**src/rtl/btn_conditioner.sv**
```systemverilog
// N-channel debouncer for active-low push buttons: 2-flop sync, per-channel debounce FSM, level + strobes.
// Optional auto-repeat of the Press strobe is compiled in with BTN_AUTOREPEAT_EN.
module btn_conditioner #(
  parameter int N_BTN           = 2,
  parameter int DEBOUNCE_CYCLES = 50000,
  parameter int REPEAT_DELAY    = 25000000,
  parameter int REPEAT_PERIOD   = 5000000
) (
  input  logic             Clk,
  input  logic             Reset,
  input  logic [N_BTN-1:0] Key_n,
  output logic [N_BTN-1:0] Level,
  output logic [N_BTN-1:0] Press,
  output logic [N_BTN-1:0] Release
);

  localparam int CW = $clog2(DEBOUNCE_CYCLES + 1);
  localparam logic [CW-1:0] CNT_ZERO = '0;
  localparam logic [CW-1:0] CNT_ONE  = CW'(1'b1);
  localparam logic [CW-1:0] CNT_LAST = CW'(DEBOUNCE_CYCLES - 1);

  typedef enum logic [1:0] {
    ST_IDLE       = 2'd0,
    ST_PRESS_WAIT = 2'd1,
    ST_HELD       = 2'd2,
    ST_REL_WAIT   = 2'd3
  } state_t;

  if (N_BTN < 1) begin : g_bad_n_btn
    $error("btn_conditioner: N_BTN must be at least 1");
  end
  if (DEBOUNCE_CYCLES < 2) begin : g_bad_debounce
    $error("btn_conditioner: DEBOUNCE_CYCLES must be at least 2");
  end
  if (REPEAT_DELAY < 1 || REPEAT_PERIOD < 1) begin : g_bad_repeat
    $error("btn_conditioner: REPEAT_DELAY and REPEAT_PERIOD must be at least 1");
  end

  logic [N_BTN-1:0] sync1_r;
  logic [N_BTN-1:0] sync2_r;

  // Two-flop synchroniser; inverts so that 1 means pressed from here on.
  always_ff @(posedge Clk or negedge Reset) begin
    if (!Reset) begin
      sync1_r <= '0;
      sync2_r <= '0;
    end else begin
      sync1_r <= ~Key_n;
      sync2_r <= sync1_r;
    end
  end

  for (genvar i = 0; i < N_BTN; i++) begin : g_ch
    state_t          state_r;
    state_t          state_s;
    logic [CW-1:0]   cnt_r;
    logic [CW-1:0]   cnt_s;
    logic            level_r;
    logic            level_s;
    logic            press_r;
    logic            press_s;
    logic            press_next_s;
    logic            rel_r;
    logic            rel_s;
    logic            smp_s;

    assign smp_s = sync2_r[i];

    // Debounce next-state: a change is accepted only after DEBOUNCE_CYCLES equal samples.
    always_comb begin
      state_s = state_r;
      cnt_s   = cnt_r;
      level_s = level_r;
      press_s = 1'b0;
      rel_s   = 1'b0;
      case (state_r)
        ST_IDLE: begin
          if (smp_s) begin
            state_s = ST_PRESS_WAIT;
            cnt_s   = CNT_ONE;
          end else begin
            cnt_s   = CNT_ZERO;
          end
        end
        ST_PRESS_WAIT: begin
          if (!smp_s) begin
            state_s = ST_IDLE;
            cnt_s   = CNT_ZERO;
          end else if (cnt_r == CNT_LAST) begin
            state_s = ST_HELD;
            cnt_s   = CNT_ZERO;
            level_s = 1'b1;
            press_s = 1'b1;
          end else begin
            cnt_s   = cnt_r + CNT_ONE;
          end
        end
        ST_HELD: begin
          if (!smp_s) begin
            state_s = ST_REL_WAIT;
            cnt_s   = CNT_ONE;
          end else begin
            cnt_s   = CNT_ZERO;
          end
        end
        ST_REL_WAIT: begin
          if (smp_s) begin
            state_s = ST_HELD;
            cnt_s   = CNT_ZERO;
          end else if (cnt_r == CNT_LAST) begin
            state_s = ST_IDLE;
            cnt_s   = CNT_ZERO;
            level_s = 1'b0;
            rel_s   = 1'b1;
          end else begin
            cnt_s   = cnt_r + CNT_ONE;
          end
        end
        default: begin
          state_s = ST_IDLE;
          cnt_s   = CNT_ZERO;
          level_s = 1'b0;
        end
      endcase
    end

`ifdef BTN_AUTOREPEAT_EN
    localparam int RPT_MAX = (REPEAT_DELAY > REPEAT_PERIOD) ? REPEAT_DELAY : REPEAT_PERIOD;
    localparam int RW      = $clog2(RPT_MAX + 1);
    localparam logic [RW-1:0] RPT_ZERO  = '0;
    localparam logic [RW-1:0] RPT_ONE   = RW'(1'b1);
    localparam logic [RW-1:0] RPT_FIRST = RW'(REPEAT_DELAY - 1);
    localparam logic [RW-1:0] RPT_NEXT  = RW'(REPEAT_PERIOD - 1);

    logic [RW-1:0] rpt_cnt_r;
    logic [RW-1:0] rpt_cnt_s;
    logic          rpt_first_r;
    logic          rpt_first_s;
    logic          rpt_fire_s;
    logic          enter_held_s;
    logic          enter_idle_s;

    // Repeat timer: runs through HELD and REL_WAIT (a release bounce does not restart it).
    always_comb begin
      enter_held_s = (state_r == ST_PRESS_WAIT) && (state_s == ST_HELD);
      enter_idle_s = (state_r == ST_REL_WAIT) && (state_s == ST_IDLE);
      rpt_cnt_s    = rpt_cnt_r;
      rpt_first_s  = rpt_first_r;
      rpt_fire_s   = 1'b0;
      if (enter_held_s) begin
        rpt_cnt_s   = RPT_ZERO;
        rpt_first_s = 1'b1;
      end else if (state_r == ST_HELD || state_r == ST_REL_WAIT) begin
        if (rpt_cnt_r == (rpt_first_r ? RPT_FIRST : RPT_NEXT)) begin
          rpt_cnt_s   = RPT_ZERO;
          rpt_first_s = 1'b0;
          rpt_fire_s  = !enter_idle_s;
        end else begin
          rpt_cnt_s   = rpt_cnt_r + RPT_ONE;
        end
      end else begin
        rpt_cnt_s   = RPT_ZERO;
        rpt_first_s = 1'b1;
      end
      press_next_s = press_s | rpt_fire_s;
    end

    // Repeat timer registers.
    always_ff @(posedge Clk or negedge Reset) begin
      if (!Reset) begin
        rpt_cnt_r   <= RPT_ZERO;
        rpt_first_r <= 1'b1;
      end else begin
        rpt_cnt_r   <= rpt_cnt_s;
        rpt_first_r <= rpt_first_s;
      end
    end
`else
    assign press_next_s = press_s;
`endif

    // Channel state and registered outputs.
    always_ff @(posedge Clk or negedge Reset) begin
      if (!Reset) begin
        state_r <= ST_IDLE;
        cnt_r   <= CNT_ZERO;
        level_r <= 1'b0;
        press_r <= 1'b0;
        rel_r   <= 1'b0;
      end else begin
        state_r <= state_s;
        cnt_r   <= cnt_s;
        level_r <= level_s;
        press_r <= press_next_s;
        rel_r   <= rel_s;
      end
    end

    assign Level[i]   = level_r;
    assign Press[i]   = press_r;
    assign Release[i] = rel_r;
  end

endmodule

```
**config.mk**
```make
export PLATFORM = sky130hd
export DESIGN_NAME = btn_conditioner
export DESIGN_NICKNAME = d
export VERILOG_FILES = /design/src/rtl/btn_conditioner.sv
export SDC_FILE = /design/constraint.sdc
export NUM_CORES = 1
export LEC_CHECK = 0
export CAP_MARGIN = 20
export CORE_MARGIN = 10
export CORE_UTILIZATION = 63
export DETAILED_ROUTE_END_ITERATION = 8
export GPL_TIMING_DRIVEN = 0
export PLACE_DENSITY = 0.89
export REMOVE_ABC_BUFFERS = 1
export SYNTH_ARGS = -nofsm -noshare
export SYNTH_HDL_FRONTEND = slang
export SYNTH_SLANG_ARGS = --single-unit
```
**constraint.sdc**
```tcl
create_clock -name Clk -period 4.7 [get_ports Clk]
set_input_delay 0.94 -clock Clk [delete_from_list [all_inputs] [get_ports Clk]]
set_output_delay 0.94 -clock Clk [all_outputs]
set_load 0.01 [all_outputs]
```
==> summary.txt <==
Run status
  • Outcome: complete, no violations

Setup path
  • Register-to-register setup slack: around 2.5 ns
  • Critical path startpoint category: register
  • Worst EP required: between 3 and 4 ns
  • Critical Path Slowest Stage Cell: clkdlybuf4s50_1
  • Crit-path leading delay family: buffers and inverters
  • Worst-path fanout max: 3
  • Buf/Inv on CP: 1
  • Worst path arrival time: around 1.3 ns
  • CP max stage delay: about 0.55 ns
  • Worst Setup End Kind: output port
  • CP Cell Sequence: clkdlybuf4s50_1
  • Kind of critical path: reg -> out

Final layout
  • Ant. Diodes: 0
  • FILL cells: 253
  • Most frequent cells in the layout: dfrtp_1, nor2_1, xnor2_1
  • FF/Latch Area: about 0.0012 mm^2
  • Commonest non-fill, non-tap cell in the layout: dfrtp_1
  • Post-layout nets: between 200 and 250
  • Layout cells sized above 1: 0.0648
  • Footprint of the multi-input gates: 888 um^2
  • Layout area overhead: 7.78%

Clocking
  • Clk Latency, worst-skew pair: around 0.36 ns
  • CTS tree: done
  • Clock sinks: 46
  • Post-CTS Hold Fix Bufs: 0
  • Post-CTS setup buffers: 0
  • TritonCTS Buffers: 5
  • Htree depth: 2
  • CTS max path bufs: 2
  • Root Driver: clkbuf_4
  • Worst-path clk slew: between 0.1 and 0.15 ns
  • Post_cts resized: 0

Detailed routing
  • Vias per cell: 5.61
  • Routed Antenna Nets: 0
  • Vias: 1471
  • Pre-Repair DR Iteration Count: 4
  • Drt drc: 0
  • Detail-routed net length per standard cell: around 14 um
  • Final WL: 3.67 mm
  • DR iter-0 viols: a little over 80

Power
  • Peak supply drop: ~210 uV
  • Power Dens Cells: about 290 mW/mm^2
  • Leak Pwr: ~0.00093 uW

Run
  • Max-Cap Viols: 0

Timing
  • Max frequency: ~440 MHz
  • Final Hold Violating Endpoints: 0
  • Tmin final: between 2 and 2.5 ns
  • RSZ-0062 raised after global routing: no
  • Worst setup margin: 2.44 ns
  • Rel. slew slack: 0.675
  • Max-slew violation count: 0
  • Period Utilization, post-route: 0.481
  • Final setup viols: 0
  • Worst clock skew: a little over 0.007 ns
  • Setup TNS: 0 ns
  • Slew @ Worst Pin: around 0.5 ns

GRT
  • Largest net degree at the start of global routing: 35
  • First-pass GRT wire length: 6.36 mm
  • Vias in the first global route: 1471
  • Total Routing Usage GR: 0.127
  • Total gr overflow: 0
  • Initial antenna violation count: 0

Die
  • Row Count: 21
  • I/O Pins: 10
  • Die ar.: 0.00616 mm^2
  • Die H: ~78 um
  • Core Area: 0.00331 mm^2
  • Initial Utilization: 0.651
  • Die W: about 80 um

Yosys
  • Main flop type after synthesis: dfrtp_1
  • Top-area cell type share of the netlist area: 0.534
  • Post-synth EDFFs: 0
  • Area leader, netlist: dfrtp_1
  • Async set-reset flop share out of synthesis: 1.00
  • Sequential area share after synthesis: 0.534
  • Dominant cells by area after synthesis: dfrtp_1, xnor2_1, nor2_1
  • Post-synth cell types: 34
  • Syn_area_per_cell: 10.4 um^2
  • Yosys warns: 0
  • Cells after synthesis: 208
  • FF+latch count, synth: 46
  • Post-Syn Area: 0.00215 mm^2

Placement
  • Routability cong.: 0.843
  • Number of port buffers: 9
  • Place WS: about 2.5 ns
  • Final HPWL DP: 2.52 mm

Worst hold path
  • Hold Crit Class: reg -> reg
synthesized netlist by cell type (all sizes together) (2+ instances only):
master	instances
inv	12
dfrtp	46
nor3b	2
or4bb	3
a21oi	2
nand2	8
nand4	7
a211o	2
buf	10
nor3	11
ha	2
xor2	4
a21boi	2
or4	5
xnor2	25
nand3	12
or2	2
nor4	7
nor2	35
metal layers:
layer / track usage / routed length [um] / vias up
met1: 0.132 / 1530 / 706
met2: 0.229 / 1910 / 30
li1: - / - / 723
met3: 0.0330 / 135 / 12
met5: 0 / 0 / -
met4: 0.0645 / 95 / 0
power by group:
part	switching [uW]	total [uW]	internal, uW	leakage, uW
sequential	5.01	406	401	0.000624
combinational	16.2	24.4	8.13	0.000265
clock	119	232	113	0.0000395
layout make-up:
cell class / instances / area share
inverter: 12 / 0.0194
timing repair buffer: 10 / 0.0453
clock inverter: 1 / 0.0129
sequential: 46 / 0.496
clock buffer: 7 / 0.0194
tap: 46 / 0.0248
multi-input combinational: 140 / 0.383
final timing paths:
| kind | endpoint | from | depth (start not counted) |
|---|---|---|---|
| max in group asynchronous | g_ch[0].cnt_r[12] | Reset | 2 |
| min | sync2_r[1] | sync1_r[1] | 0 |
| min in group asynchronous | g_ch[1].cnt_r[8] | Reset | 1 |
| min reg2reg | sync2_r[1] | sync1_r[1] | 0 |
| max | Level[0] | g_ch[0].level_r | 1 |
| max reg2reg | g_ch[0].cnt_r[8] | g_ch[0].cnt_r[4] | 4 |
flip-flops by register name, summed over array words and instances (netlist names), named ones only:
signal	count
sync1_r	2
g_ch.level_r	2
g_ch.cnt_r	32
g_ch.rel_r	2
g_ch.state_r	2
sync2_r	2
g_ch.press_r	2
logic make-up after synthesis:
group	Yosys count	share of synthesized area
AND/OR/NAND/NOR	97	0.242
flip-flops	46	0.534
XOR/XNOR	29	0.118
buffers and inverters	22	0.0534
AO/OA/AOI/OAI	11	0.0354
adder cells (fa/ha/maj)	2	0.0116
multiplexers	1	0.00523
stage by stage:
step / utilization / power, uW / std cells / area, um^2 / hold slack (ns)
6_report: 0.701 / 662 / 262 / 2320 / 0.365
5_1_grt: 0.701 / 685 / 262 / 2320 / 0.371
4_1_cts: 0.701 / 668 / 262 / 2320 / 0.368
3_5_place_dp: 0.679 / 438 / 254 / 2250 / 0.337
3_3_place_gp: 0.674 / 436 / 253 / 2230 / 0.334
2_1_floorplan: - / 423 / 198 / 2080 / 0.331
(Power assumes the default switching activity.)
